<file path="src/rtl/lsu_pkg.sv">
// Shared types for the load/store unit: access-size encoding, FSM states and
// byte-lane widths.
package lsu_pkg;

  localparam int BYTE_W = 8;
  localparam int HALF_W = 16;
  localparam int WORD_W = 32;

  typedef enum logic [1:0] {
    SZ_B   = 2'b00,
    SZ_H   = 2'b01,
    SZ_W   = 2'b10,
    SZ_ILL = 2'b11
  } size_e;

  typedef enum logic [2:0] {
    ST_IDLE   = 3'd0,
    ST_LOAD   = 3'd1,
    ST_RMW_RD = 3'd2,
    ST_STORE  = 3'd3,
    ST_RESP   = 3'd4
  } lsu_state_e;

endpackage

</file>
<file path="src/rtl/lsu_lane_align.sv">
// Combinational byte-lane steering: load extraction with sign/zero extension,
// sub-word store merge into a full word, and alignment check.
module lsu_lane_align
  import lsu_pkg::*;
(
  input  logic [WORD_W-1:0] word_i,
  input  logic [1:0]        off_i,
  input  logic [1:0]        size_i,
  input  logic              unsigned_i,
  input  logic [WORD_W-1:0] wdata_i,
  output logic [WORD_W-1:0] load_o,
  output logic [WORD_W-1:0] merge_o,
  output logic              misaligned_o
);

  logic [BYTE_W-1:0] byte_sel;
  logic [HALF_W-1:0] half_sel;

  assign byte_sel = word_i[{off_i, 3'b000} +: BYTE_W];
  assign half_sel = off_i[1] ? word_i[WORD_W-1:HALF_W] : word_i[HALF_W-1:0];

  // NOTE: every output gets a default before the case so no latch is inferred.
  always_comb begin
    load_o  = '0;
    merge_o = word_i;
    case (size_i)
      SZ_B: begin
        load_o = {{(WORD_W-BYTE_W){~unsigned_i & byte_sel[BYTE_W-1]}}, byte_sel};
        merge_o[{off_i, 3'b000} +: BYTE_W] = wdata_i[BYTE_W-1:0];
      end
      SZ_H: begin
        load_o = {{(WORD_W-HALF_W){~unsigned_i & half_sel[HALF_W-1]}}, half_sel};
        if (off_i[1]) merge_o[WORD_W-1:HALF_W] = wdata_i[HALF_W-1:0];
        else          merge_o[HALF_W-1:0]      = wdata_i[HALF_W-1:0];
      end
      SZ_W: begin
        load_o  = word_i;
        merge_o = wdata_i;
      end
      default: ;
    endcase
  end

  assign misaligned_o = ((size_i == SZ_H) && off_i[0]) ||
                        ((size_i == SZ_W) && (off_i != 2'b00));

endmodule

</file>
<file path="src/rtl/load_store_unit.sv">
// RV32I load/store unit in front of a word-only, async-read data memory.
// Optional performance counters are enabled with `define LSU_PERF_CNT_EN.
module load_store_unit
  import lsu_pkg::*;
#(
  parameter int ADDR_W = 32,
  parameter int DATA_W = 32
) (
  input  logic              clk,
  input  logic              rst,
  input  logic              req_valid,
  output logic              req_ready,
  input  logic              req_we,
  input  logic [1:0]        req_size,
  input  logic              req_unsigned,
  input  logic [ADDR_W-1:0] req_addr,
  input  logic [DATA_W-1:0] req_wdata,
  output logic              rsp_valid,
  input  logic              rsp_ready,
  output logic [DATA_W-1:0] rsp_rdata,
  output logic              rsp_err,
  output logic              mem_we,
  output logic [ADDR_W-1:0] mem_addr,
  output logic [DATA_W-1:0] mem_wdata,
  input  logic [DATA_W-1:0] mem_rdata,
  output logic [31:0]       ld_cnt,
  output logic [31:0]       st_cnt
);

  if (DATA_W != 32) begin : g_bad_data_w
    $error("load_store_unit supports DATA_W == 32 only");
  end

  lsu_state_e        state_q, state_d;
  logic [ADDR_W-1:0] addr_q, addr_d;
  logic [1:0]        size_q, size_d;
  logic              we_q, we_d;
  logic              uns_q, uns_d;
  logic [DATA_W-1:0] wdata_q, wdata_d;
  logic [DATA_W-1:0] mem_wdata_q, mem_wdata_d;
  logic [DATA_W-1:0] rsp_rdata_q, rsp_rdata_d;
  logic              rsp_err_q, rsp_err_d;

  logic              idle;
  logic [1:0]        lane_off;
  logic [1:0]        lane_size;
  logic [DATA_W-1:0] load_val;
  logic [DATA_W-1:0] merge_val;
  logic              misaligned;
  logic              req_bad;

  // Alignment is judged on the incoming request; extraction/merge on the latched one.
  assign idle      = (state_q == ST_IDLE);
  assign lane_off  = idle ? req_addr[1:0] : addr_q[1:0];
  assign lane_size = idle ? req_size      : size_q;

  lsu_lane_align u_lane_align (
    .word_i      (mem_rdata),
    .off_i       (lane_off),
    .size_i      (lane_size),
    .unsigned_i  (uns_q),
    .wdata_i     (wdata_q),
    .load_o      (load_val),
    .merge_o     (merge_val),
    .misaligned_o(misaligned)
  );

  assign req_bad = misaligned || (req_size == SZ_ILL);

  always_comb begin
    state_d     = state_q;
    addr_d      = addr_q;
    size_d      = size_q;
    we_d        = we_q;
    uns_d       = uns_q;
    wdata_d     = wdata_q;
    mem_wdata_d = mem_wdata_q;
    rsp_rdata_d = rsp_rdata_q;
    rsp_err_d   = rsp_err_q;
    case (state_q)
      ST_IDLE: begin
        if (req_valid) begin
          addr_d      = req_addr;
          size_d      = req_size;
          we_d        = req_we;
          uns_d       = req_unsigned;
          wdata_d     = req_wdata;
          rsp_rdata_d = '0;
          rsp_err_d   = 1'b0;
          if (req_bad) begin
            rsp_err_d = 1'b1;
            state_d   = ST_RESP;
          end else if (!req_we) begin
            state_d = ST_LOAD;
          end else if (req_size == SZ_W) begin
            mem_wdata_d = req_wdata;
            state_d     = ST_STORE;
          end else begin
            state_d = ST_RMW_RD;
          end
        end
      end
      ST_LOAD: begin
        rsp_rdata_d = load_val;
        state_d     = ST_RESP;
      end
      ST_RMW_RD: begin
        mem_wdata_d = merge_val;
        state_d     = ST_STORE;
      end
      ST_STORE: begin
        rsp_rdata_d = '0;
        state_d     = ST_RESP;
      end
      ST_RESP: begin
        if (rsp_ready) state_d = ST_IDLE;
      end
      default: state_d = ST_IDLE;
    endcase
  end

  // NOTE: sequential state uses non-blocking assignments only.
  always_ff @(posedge clk or negedge rst) begin
    if (!rst) begin
      state_q     <= ST_IDLE;
      addr_q      <= '0;
      size_q      <= 2'b00;
      we_q        <= 1'b0;
      uns_q       <= 1'b0;
      wdata_q     <= '0;
      mem_wdata_q <= '0;
      rsp_rdata_q <= '0;
      rsp_err_q   <= 1'b0;
    end else begin
      state_q     <= state_d;
      addr_q      <= addr_d;
      size_q      <= size_d;
      we_q        <= we_d;
      uns_q       <= uns_d;
      wdata_q     <= wdata_d;
      mem_wdata_q <= mem_wdata_d;
      rsp_rdata_q <= rsp_rdata_d;
      rsp_err_q   <= rsp_err_d;
    end
  end

  assign req_ready = idle;
  assign rsp_valid = (state_q == ST_RESP);
  assign rsp_rdata = rsp_rdata_q;
  assign rsp_err   = rsp_err_q;
  assign mem_we    = (state_q == ST_STORE);
  assign mem_addr  = {addr_q[ADDR_W-1:2], 2'b00};
  assign mem_wdata = mem_wdata_q;

`ifdef LSU_PERF_CNT_EN
  logic [31:0] ld_cnt_q, st_cnt_q;
  logic        rsp_done;

  assign rsp_done = rsp_valid && rsp_ready && !rsp_err_q;

  always_ff @(posedge clk or negedge rst) begin
    if (!rst) begin
      ld_cnt_q <= '0;
      st_cnt_q <= '0;
    end else if (rsp_done) begin
      if (we_q) st_cnt_q <= st_cnt_q + 32'd1;
      else      ld_cnt_q <= ld_cnt_q + 32'd1;
    end
  end

  assign ld_cnt = ld_cnt_q;
  assign st_cnt = st_cnt_q;
`else
  assign ld_cnt = '0;
  assign st_cnt = '0;
`endif

endmodule

</file>
<file path="config.mk">
export PLATFORM = sky130hd
export DESIGN_NAME = load_store_unit
export DESIGN_NICKNAME = d
export VERILOG_FILES = /design/src/rtl/lsu_pkg.sv /design/src/rtl/lsu_lane_align.sv /design/src/rtl/load_store_unit.sv
export SDC_FILE = /design/constraint.sdc
export NUM_CORES = 1
export LEC_CHECK = 0
export ABC_AREA = 1
export CELL_PAD_IN_SITES_DETAIL_PLACEMENT = 2
export CELL_PAD_IN_SITES_GLOBAL_PLACEMENT = 2
export CORE_ASPECT_RATIO = 1.75
export CORE_MARGIN = 8
export CORE_UTILIZATION = 27
export CTS_CLUSTER_DIAMETER = 40
export CTS_CLUSTER_SIZE = 14
export DETAILED_ROUTE_END_ITERATION = 8
export PLACE_DENSITY_LB_ADDON = 0.1
export SYNTH_ARGS = -nofsm -noshare
export SYNTH_HDL_FRONTEND = slang
export SYNTH_HIERARCHICAL = 1
export SYNTH_SLANG_ARGS = --single-unit
</file>
<file path="constraint.sdc">
create_clock -name clk -period 5.02 [get_ports clk]
set_input_delay 0.502 -clock clk [delete_from_list [all_inputs] [get_ports clk]]
set_output_delay 0.502 -clock clk [all_outputs]
set_load 0.02 [all_outputs]
</file>
==> qor.yml, run 1 <==
synth:
  synthesized_cell_area_um2: 8920
  postSynth.asyncResetShare: 1.00
  ys_seq_area_frac: 0.379
  synth_top_cells_by_area: "dfrtp_1 (38%), nand2_1 (26%), nand3_1 (9.8%)"
  number_of_distinct_library_cells_after_synthesis: 28
  number_of_synthesized_register_bits: 135
  yosys.cell_count.top_type: "nand2_1"
  synth.yosys.warnings: 6
  synthesis.area_per_instance_um2: 6.55
  synth-edff-count: 0
  post_synth_inst_count: 1362
  synth.top_cell.area_share: 0.379
  post-synth-top-area-cell: "dfrtp_1"
  synth_commonest_cells: "nand2_1 (627), nand3_1 (174), dfrtp_1 (135)"
  commonest_register_cell_after_synthesis: "dfrtp_1"
setup_path:
  timing.critical_path.slowest_stage_cell: "o21ai_0"
  critical_path.max_stage_delay_ps: 960
  critPathMaxFanout: 32
  critPathArrivalTime_ps: 4020
  ordered_cell_list_for_the_critical_path: "nor2_2, nand2_2, o21ai_0, inv_2, nand2_1, o22ai_1, inv_1, nand2_1, o21ai_2, nand2_2, nand2_1, nand2_1"
  required_ps: 5340
  kind_of_capture_point_of_the_worst_setup_path: "register"
  critPathLaunchType: "register"
  r2r-start: "state_q[1]"
  timing.critical_path.mode_cell: "nand2_1"
  critical_path_startpoint: "state_q[1]"
  setup.worst_path.class: "register to register"
sta:
  final_clock_skew_ps: 7.52
  worst_hold_slack_ps: 39.1
  report.final.slew_viol_count: 0
  maxClockFrequency_mhz: 270
  maxSlewHeadroom: 0.228
  rsz0062_at_grt: "no"
  setup_total_negative_slack_ps: 0
  final.min_clock_period_ps: 3700
  finalSetupViolCount: 0
  worst_slew_pin_slew_ps: 1150
  timing.final.crit_share: 0.737
  hold_violations: 0
  final_critical_path_setup_slack_ps: 1320
place:
  globalplace.congestion: 0.934
  detailed_place_hpwl_um: 31900
  area_post_placement_um2: 10800
  port_buffers: 201
  post-place-ws_ps: 1140
detailed_routing:
  vias_post_dr: 9254
  routed_via_density: 4.83
  drt_drc_violations_left: 0
  drt.antenna.violating_nets: 0
  drt-wirelength-per-cell_um: 21.5
  firstDrtPassIters: 4
  detailedRoute.firstIterationViolations: 308
  detail_route.wirelength_um: 41200
clock_tree:
  h_tree_level_count: 4
  worst_skew_pair.late_latency_ps: 450
  number_of_setup_buffers_added_after_cts: 0
  cts-buffers-inserted: 17
  tritoncts: "yes"
  cts-root-to-sink-buffers: 2
  clkTransAtPathRegs_ps: 60
  ctsResizeCount: 0
  clock_sinks: 135
  cts_root_buffer: "clkbuf_16"
  cts-hold-fix-buffers: 0
final_layout:
  synthToLayoutAreaGrowth_pct: 27.3
  layout-drive-gt1-share: 0.0477
  postLayoutCellArea_um2: 11400
  n_antenna_cell: 0
  fillers: 3969
  nNetsFinal: 1606
grt:
  maximum_number_of_pins_on_one_net_before_global_route_repair: 65
  number_of_antenna_violations_at_the_first_check_in_global_routing: 0
  grt_pass1_vias: 10598
  all_layer_gr_usage: 0.213
  grt_pass1_wl_um: 63900
  grt.overflow.total: 0
floorplanning:
  placementRows: 88
  initial_utilization: 0.272
  fp.dieArea_um2: 39300
  floorplan_core_area_um2: 32800
  die-width_um: 153
  die-height_um: 256
  num_io_pins: 268
hold_path:
  hp-class: "primary input to async pin"
pwr:
  power.density_nw_per_um2: 788
  power_leakage_nw: 5.97
  vdd_drop_max_mv: 0.273
status:
  result_of_the_run: "finished, final reports clean"
flow_run:
  maxCapViolCount: 0
[power breakdown]
group | total [mW] | switching, mW | internal [mW] | leakage, nW
combinational | 5.62 | 3.87 | 1.75 | 3.95
clock | 1.32 | 0.534 | 0.788 | 0.295
sequential | 2.01 | 0.415 | 1.60 | 1.72
total | 8.96 | 4.82 | 4.13 | 5.97
[area by class of cell]
class / count / area [µm²] / share of cell area
clock buffer: 23 / 488 / 0.0429
clock inverter: 9 / 113 / 0.00991
inverter: 85 / 319 / 0.0281
multi-input combinational: 1038 / 4410 / 0.388
sequential: 135 / 3380 / 0.297
tap: 405 / 507 / 0.0446
timing repair buffer: 220 / 2150 / 0.189
[cells in the final DEF, fill, tap and decap left out, types with 7 or more instances in the layout]
cell and count:
a21oi_1 35, a22oi_1 8, buf_4 19, clkbuf_16 17
clkdlybuf4s50_1 199, conb_1 66, dfrtp_1 135, inv_1 77
inv_2 7, nand2_1 627, nand3_1 174, nor2_1 47
o211ai_1 7, o21ai_0 46
[logic make-up after synthesis]
logic type / after synthesis / synth area share
fa+ha+maj: 5 / 0.00701
simple gates: 867 / 0.397
compound gates: 100 / 0.0609
flops: 135 / 0.379
buf+inv: 254 / 0.156
other cells: 1 / 0.000420
[flip-flops by register name, indices dropped and copies added, names as in the netlist]
name	count
addr_q	32
mem_wdata	32
rsp_rdata	32
wdata_q	32
state_q	3
size_q	2
rsp_err	1
uns_q	1
[final timing paths]
path	end	slack (ps)	cells after the start
setup / recovery	mem_wdata[1]	1320	12
hold / removal	rsp_rdata[6]	40	1
setup reg to reg	mem_wdata[1]	1320	12
hold reg to reg	wdata_q[25]	470	2
max in group asynchronous	mem_wdata[1]	3910	2
min in group clk	wdata_q[25]	470	2
[metrics by stage]
| stage | utilization | std cells | total power [mW] |
|---|---|---|---|
| 6_report | 0.346 | 1915 | 8.96 |
| 5_1_grt | 0.346 | 1915 | 9.70 |
| 4_1_cts | 0.346 | 1915 | 9.13 |
| 3_5_place_dp | 0.328 | 1883 | 7.74 |
| 3_3_place_gp | 0.328 | 1883 | 7.60 |
| 2_1_floorplan | - | 1427 | 5.54 |
[routing by layer]
metal / track usage / up-vias / wire, µm
met5: 0 / - / 0
met2: 0.408 / 233 / 22600
met4: 0.106 / 0 / 1840
met3: 0.0448 / 71 / 1580
li1: - / 4374 / -
met1: 0.212 / 4576 / 15100
[worst max-delay path: cells and delay by family, from the launching register on]
kind | cells | cell delay, ps
simple gates | 7 | 1460
flops | 1 | 460
compound gates | 3 | 1260
buf+inv | 2 | 370
Power figures use the tool's default switching activity.
==> run 2: changes to the inputs <==
--- a/config.mk
+++ b/config.mk
@@ -10,7 +10,7 @@
 export CELL_PAD_IN_SITES_GLOBAL_PLACEMENT = 2
 export CORE_ASPECT_RATIO = 1.75
 export CORE_MARGIN = 8
-export CORE_UTILIZATION = 27
+export CORE_UTILIZATION = 25
 export CTS_CLUSTER_DIAMETER = 40
 export CTS_CLUSTER_SIZE = 14
 export DETAILED_ROUTE_END_ITERATION = 8
==> constraint.sdc (replaced) <==
create_clock -name clk -period 3.8 [get_ports clk]
set_input_delay 0.38 -clock clk [delete_from_list [all_inputs] [get_ports clk]]
set_output_delay 0.38 -clock clk [all_outputs]
set_load 0.02 [all_outputs]
==> run 2 against run 1 <==
  * Routed wire length rose by 1.0%
  * Worst hold slack improved by 360 ps
  * Clock power rose by 25%
  * Critical path depth fell by 1
  * Setup slack got worse by 600 ps
  * Final cell count rose by 3.8%
  * Global-route usage fell by 1.5 points
  * Clock skew rose by 3.3 ps
  * Combinational power rose by 35%
  * Critical path type unchanged
==> qor.yml, run 2 (synthesized netlist as in run 1, its figures left out) <==
sta:
  final_clock_skew_ps: 10.8  # was 7.52 ps
  finalSetupViolCount: 0  # unchanged
  worst_hold_slack_ps: 400  # was 39.1 ps
  maxSlewHeadroom: 0.446  # was 0.228
  timing.final.crit_share: 0.812  # was 0.737
  maxClockFrequency_mhz: 324  # was 270 MHz
  worst_slew_pin_slew_ps: 831  # was 1150 ps
  hold_violations: 0  # unchanged
  report.final.slew_viol_count: 0  # unchanged
  final.min_clock_period_ps: 3090  # was 3700 ps
  rsz0062_at_grt: "no"  # unchanged
  setup_total_negative_slack_ps: 0  # unchanged
  final_critical_path_setup_slack_ps: 713  # was 1320 ps
floorplanning:
  placementRows: 91  # was 88
  fp.dieArea_um2: 42200  # was 39,300 µm²
  floorplan_core_area_um2: 35200  # was 32,800 µm²
  die-height_um: 266  # was 256 µm
  num_io_pins: 268  # unchanged
  initial_utilization: 0.254  # was 0.272
  die-width_um: 159  # was 153 µm
grt:
  all_layer_gr_usage: 0.198  # was 0.213
  grt_pass1_wl_um: 64200  # was 63,900 µm
  grt.overflow.total: 0  # unchanged
  grt_pass1_vias: 10487  # was 10,598
  maximum_number_of_pins_on_one_net_before_global_route_repair: 78  # was 65
  number_of_antenna_violations_at_the_first_check_in_global_routing: 0  # unchanged
clock_tree:
  cts-root-to-sink-buffers: 2  # unchanged
  cts-buffers-inserted: 17  # unchanged
  ctsResizeCount: 0  # unchanged
  cts-hold-fix-buffers: 1  # was 0
  clkTransAtPathRegs_ps: 70  # was 60 ps
  number_of_setup_buffers_added_after_cts: 0  # unchanged
  clock_sinks: 135  # unchanged
  h_tree_level_count: 4  # unchanged
  worst_skew_pair.late_latency_ps: 450  # about the same
  cts_root_buffer: "clkbuf_16"  # unchanged
  tritoncts: "yes"  # unchanged
pwr:
  total_power_mw: 11.9  # was 8.96 mW
  power_leakage_nw: 6.02  # was 5.97 nW
  clkPwrFrac: 0.139  # was 0.148
  vdd_drop_max_mv: 0.587  # was 0.273 mV
  power.share.sequential: 0.223  # was 0.225
  power.density_nw_per_um2: 1030  # was 788 nW/µm²
  combPwrFrac: 0.639  # was 0.628
  cell_internal_pwr_mw: 5.52  # was 4.13 mW
  net-switching-power_mw: 6.40  # was 4.82 mW
  switching_share: 0.537  # was 0.539
place:
  port_buffers: 201  # unchanged
  post-place-ws_ps: 550  # was 1140 ps
  globalplace.congestion: 0.873  # was 0.934
  post-place-cells: 1955  # was 1,883
  detailed_place_hpwl_um: 32500  # was 31,900 µm
setup_path:
  required_ps: 4190  # was 5340 ps
  timing.critical_path.mode_cell: "nand2_1"  # unchanged
  critical_path.max_stage_delay_ps: 670  # was 960 ps
  ordered_cell_list_for_the_critical_path: "nor2_2, nand2_2, o21ai_0, nand2_1, o21ai_1, nand2_1, nand3_1, nand3_1, nand2_1, nand3_1, nand2_1"  # was nor2_2, nand2_2, o21ai_0, inv_2, nand2_1, o22ai_1, inv_1, nand2_1, o21ai_2, nand2_2, nand2_1, nand2_1
  critPathLaunchType: "register"  # unchanged
  timing.critical_path.slowest_stage_cell: "o21ai_1"  # was o21ai_0
  critPathMaxFanout: 10  # was 32
  kind_of_capture_point_of_the_worst_setup_path: "register"  # unchanged
  critPathArrivalTime_ps: 3470  # was 4020 ps
  r2r.worst_path.cells: 11  # was 12
  setup.worst_path.class: "register to register"  # unchanged
  regToRegSetupSlack_ps: 710  # was 1320 ps
  r2r-start: "state_q[1]"  # unchanged
  worstReg2RegEnd: "mem_wdata[14]"  # was mem_wdata[1]
detailed_routing:
  drt-wirelength-per-cell_um: 20.9  # was 21.5 µm
  drt_drc_violations_left: 0  # unchanged
  detailedRoute.firstIterationViolations: 260  # was 308
  detail_route.wirelength_um: 41600  # was 41,200 µm
  routed_via_density: 4.65  # was 4.83
  drt.antenna.violating_nets: 0  # unchanged
  firstDrtPassIters: 4  # unchanged
  vias_post_dr: 9245  # was 9,254
final_layout:
  layout-drive-gt1-share: 0.0565  # was 0.0477
  post_layout_instance_count_excluding_filler_cells: 1987  # was 1,915
  layout_commonest_cell: "nand2_1"  # unchanged
  n_antenna_cell: 0  # unchanged
  nNetsFinal: 1619  # was 1,606
  mostFrequentLayoutCells: "nand2_1 (627), clkdlybuf4s50_1 (199), nand3_1 (174)"  # unchanged
  synthToLayoutAreaGrowth_pct: 29.5  # was 27.3%
hold_path:
  holdCritStartpoint: "req_valid"
  hold_depth: 5
  hp-class: "primary input to register"  # was primary input to async pin
  hold_end: "state_q[1]"
flow_run:
  maxCapViolCount: 0  # unchanged
status:
  result_of_the_run: "finished, final reports clean"  # unchanged
run 2: cell count changes in the layout (fill, tap and decap cells not counted), moves of 2 or more:
cell	previous run	this run
clkbuf_8	4	1
clkbuf_1	2	0
clkinvlp_4	1	3
buf_12	0	4
buf_4	19	27
run 2: metrics by stage:
stage                     cell area (µm²)  utilization
after CTS                           11600        0.328
after floorplan                      9170            -
after global placement              11000        0.312
after detailed placement            11000        0.312
after global routing                11600        0.328
final                               11600        0.328
run 2: routing by layer:
metal  up-vias  global-route usage  share of wire
met5         -                   0              0
met4         0               0.112          0.050
met3        73              0.0380          0.040
met2       242               0.381           0.55
met1      4521               0.194           0.36
li1       4409                   -              -
run 2: area by class of cell:
type,count,area [µm²]
clock inverter,13,123
inverter,85,319
sequential,135,3380
fill,4208,23600
clock buffer,18,439
multi-input combinational,1038,4410
timing repair buffer,233,2300
tap,465,582
run 2: power groups by stage:
| stage | sequential (mW) | combinational, mW | clock [mW] |
|---|---|---|---|
| after CTS | 2.68 | 7.80 | 1.72 |
| after global placement | 2.67 | 7.61 | 0 |
| after detailed placement | 2.69 | 7.75 | 0 |
| after global routing | 2.74 | 8.41 | 1.75 |
| after floorplan | 2.83 | 4.48 | 0 |
| final | 2.66 | 7.61 | 1.65 |
run 2: critical path, delay by kind of cell (launching register included):
| kind | cells | cell delay, ps |
|---|---|---|
| DFF | 1 | 470 |
| and+or+nand+nor | 9 | 1280 |
| AOI/OAI and AO/OA | 2 | 1260 |
run 2: how the worst max path moves through the flow:
stage / start / endpoint / slack [ps] / cells past startpoint
floorplan: state_q[1] / mem_wdata[10] / 1060 / 17
global placement: req_size[0] / mem_wdata[14] / 690 / 11
detailed placement: req_size[0] / mem_wdata[14] / 550 / 11
CTS: state_q[1] / mem_wdata[8] / 660 / 11
global route: state_q[1] / mem_wdata[15] / 440 / 11
finish: state_q[1] / mem_wdata[14] / 710 / 11
==> run 3: changes to the inputs <==
==> constraint.sdc (replaced) <==
create_clock -name clk -period 3 [get_ports clk]
set_input_delay 0.3 -clock clk [delete_from_list [all_inputs] [get_ports clk]]
set_output_delay 0.3 -clock clk [all_outputs]
set_load 0.02 [all_outputs]
==> run 3 against run 2 <==
  * Register-to-register slack lost 440 ps
  * First-iteration DRC count rose by 40%
  * Sequential power grew 27%
  * Largest cell class unchanged
  * Highest routed layer unchanged
==> qor.yml, run 3 (synthesized netlist as in run 1, its figures left out) <==
setup_path:
  worstPathBufferInverterCount: 4  # was 0
  critPathMaxFanout: 8  # was 10
  critical_path.max_stage_delay_ps: 520  # was 670 ps
  critPathTopFamily: "compound AO/OA/AOI/OAI gates"  # was simple AND/OR/NAND/NOR gates
  critPathArrivalTime_ps: 3110  # was 3470 ps
  kind_of_capture_point_of_the_worst_setup_path: "register"  # unchanged
  critPathLaunchType: "register"  # unchanged
  timing.critical_path.slowest_stage_cell: "a21oi_1"  # was o21ai_1
  ordered_cell_list_for_the_critical_path: "nor2_2, nand2_2, buf_4, o21ai_0, buf_4, inv_2, buf_4, a21oi_1, a21oi_1, nand2_1, nand3_1, nand2_1, nand3_1, nand2_1"  # was nor2_2, nand2_2, o21ai_0, nand2_1, o21ai_1, nand2_1, nand3_1, nand3_1, nand2_1, nand3_1, nand2_1
  setup.worst_path.class: "register to register"  # unchanged
  required_ps: 3380  # was 4190 ps
clock_tree:
  tritoncts: "yes"  # unchanged
  clock_sinks: 135  # unchanged
  worst_skew_pair.late_latency_ps: 450  # about the same
  cts-buffers-inserted: 17  # unchanged
  h_tree_level_count: 4  # unchanged
  cts-root-to-sink-buffers: 2  # unchanged
  clkTransAtPathRegs_ps: 60  # was 70 ps
  cts_root_buffer: "clkbuf_16"  # unchanged
sta:
  final_clock_skew_ps: 12.1  # was 10.8 ps
  finalSetupViolCount: 0  # unchanged
  setup_total_negative_slack_ps: 0  # unchanged
  rsz0062_at_grt: "no"  # unchanged
  hold_violations: 0  # unchanged
  timing.final.crit_share: 0.909  # was 0.812
  worst_slew_pin_slew_ps: 761  # was 831 ps
  maxClockFrequency_mhz: 367  # was 324 MHz
  report.final.slew_viol_count: 0  # unchanged
  maxSlewHeadroom: 0.492  # was 0.446
  final.min_clock_period_ps: 2730  # was 3090 ps
grt:
  grt.overflow.total: 0  # unchanged
  all_layer_gr_usage: 0.204  # was 0.198
  number_of_antenna_violations_at_the_first_check_in_global_routing: 0  # unchanged
  maximum_number_of_pins_on_one_net_before_global_route_repair: 65  # was 78
  grt_pass1_wl_um: 66300  # was 64,200 µm
  grt_pass1_vias: 10842  # was 10,487
detailed_routing:
  detail_route.wirelength_um: 43000  # was 41,600 µm
  firstDrtPassIters: 5  # was 4
  detailedRoute.firstIterationViolations: 364  # was 260
  vias_post_dr: 9411  # was 9,245
  drt_drc_violations_left: 0  # unchanged
  routed_via_density: 4.70  # was 4.65
  drt.antenna.violating_nets: 0  # unchanged
  drt-wirelength-per-cell_um: 21.5  # was 20.9 µm
floorplanning:
  initial_utilization: 0.254  # unchanged
  floorplan_core_area_um2: 35200  # unchanged
  die-width_um: 159  # unchanged
  placementRows: 91  # unchanged
  fp.dieArea_um2: 42200  # unchanged
  num_io_pins: 268  # unchanged
  die-height_um: 266  # unchanged
final_layout:
  seqCellArea_um2: 3380  # unchanged
  fillers: 4305  # was 4,208
  multiInputGateArea_um2: 4410  # about the same
  layout-drive-gt1-share: 0.0669  # was 0.0565
  synthToLayoutAreaGrowth_pct: 31.3  # was 29.5%
  nNetsFinal: 1635  # was 1,619
  layout_commonest_cell: "nand2_1"  # unchanged
  mostFrequentLayoutCells: "nand2_1 (627), clkdlybuf4s50_1 (199), nand3_1 (174)"  # unchanged
  final_util: 0.333  # was 0.328
  n_antenna_cell: 0  # unchanged
pwr:
  power_leakage_nw: 6.13  # was 6.02 nW
  power.density_nw_per_um2: 1330  # was 1030 nW/µm²
  vdd_drop_max_mv: 0.525  # was 0.587 mV
hold_path:
  hp-class: "primary input to register"  # unchanged
status:
  result_of_the_run: "finished, final reports clean"  # unchanged
place:
  port_buffers: 201  # unchanged
  globalplace.congestion: 0.895  # was 0.873
  detailed_place_hpwl_um: 33000  # was 32,500 µm
flow_run:
  maxCapViolCount: 0  # unchanged
run 3: cell count changes in the layout (fill, tap and decap cells not counted), sizes merged:
cell	delta
clkbuf	+1
clkinvlp	-2
clkinv	+2
bufinv	+1
buf	+16
inv	-1
run 3: timing repair:
action                     in CTS  in global routing
buffers inserted                0                  2
hold endpoints to repair       47                  0
resized for setup               0                  3
setup endpoints to repair       0                 24
hold buffers                    1                  0
run 3: area by class of cell:
type | instances | area share
clock buffer | 19 | 0.0378
clock inverter | 13 | 0.0125
inverter | 85 | 0.0272
multi-input combinational | 1038 | 0.377
sequential | 135 | 0.288
tap | 465 | 0.0496
timing repair buffer | 249 | 0.208
run 3: metrics by stage:
| step | hold WS (ps) | worst slack, ps | std cells | cell area [µm²] | power [mW] |
|---|---|---|---|---|---|
| after global placement | 306 | 33.4 | 1969 | 11100 | 13.4 |
| final | 309 | 274 | 2004 | 11700 | 15.6 |
| after CTS | 292 | 95.0 | 2002 | 11700 | 15.9 |
| after detailed placement | 304 | 45.2 | 1969 | 11100 | 13.6 |
| after floorplan | 4.41 | 258 | 1427 | 9170 | 9.27 |
| after global routing | 357 | 40.5 | 2004 | 11700 | 16.9 |
run 3: path summary, 6_finish.rpt:
path / from / to / slack (ps) / cells after the start
max: state_q[0] / mem_wdata[20] / 270 / 14
min: req_valid / state_q[2] / 310 / 5
max reg2reg: state_q[0] / mem_wdata[20] / 270 / 14
min reg2reg: rsp_rdata[30] / rsp_rdata[30] / 470 / 2
max in group asynchronous: rst / addr_q[24] / 1890 / 3
min in group asynchronous: rst / rsp_rdata[2] / 390 / 2
run 3: report_power, final:
group / leakage (nW) / total, mW / switching [mW] / internal, mW
Clock: 0.290 / 2.20 / 0.942 / 1.26
Combinational: 4.12 / 10.0 / 6.61 / 3.41
Sequential: 1.72 / 3.39 / 0.715 / 2.67
Total: 6.13 / 15.6 / 8.27 / 7.34
run 3: layer usage:
| layer | up-vias | share of wire | global-route usage |
|---|---|---|---|
| met1 | 4687 | 0.36 | 0.200 |
| met5 | - | 0 | 0 |
| li1 | 4430 | - | - |
| met3 | 57 | 0.040 | 0.0402 |
| met2 | 237 | 0.55 | 0.397 |
| met4 | 0 | 0.044 | 0.106 |
run 3: tightest hold or removal path, delay by kind of cell:
kind            cells  cell delay, ps
simple gates        2             140
compound gates      1              90
buf+inv             2             180
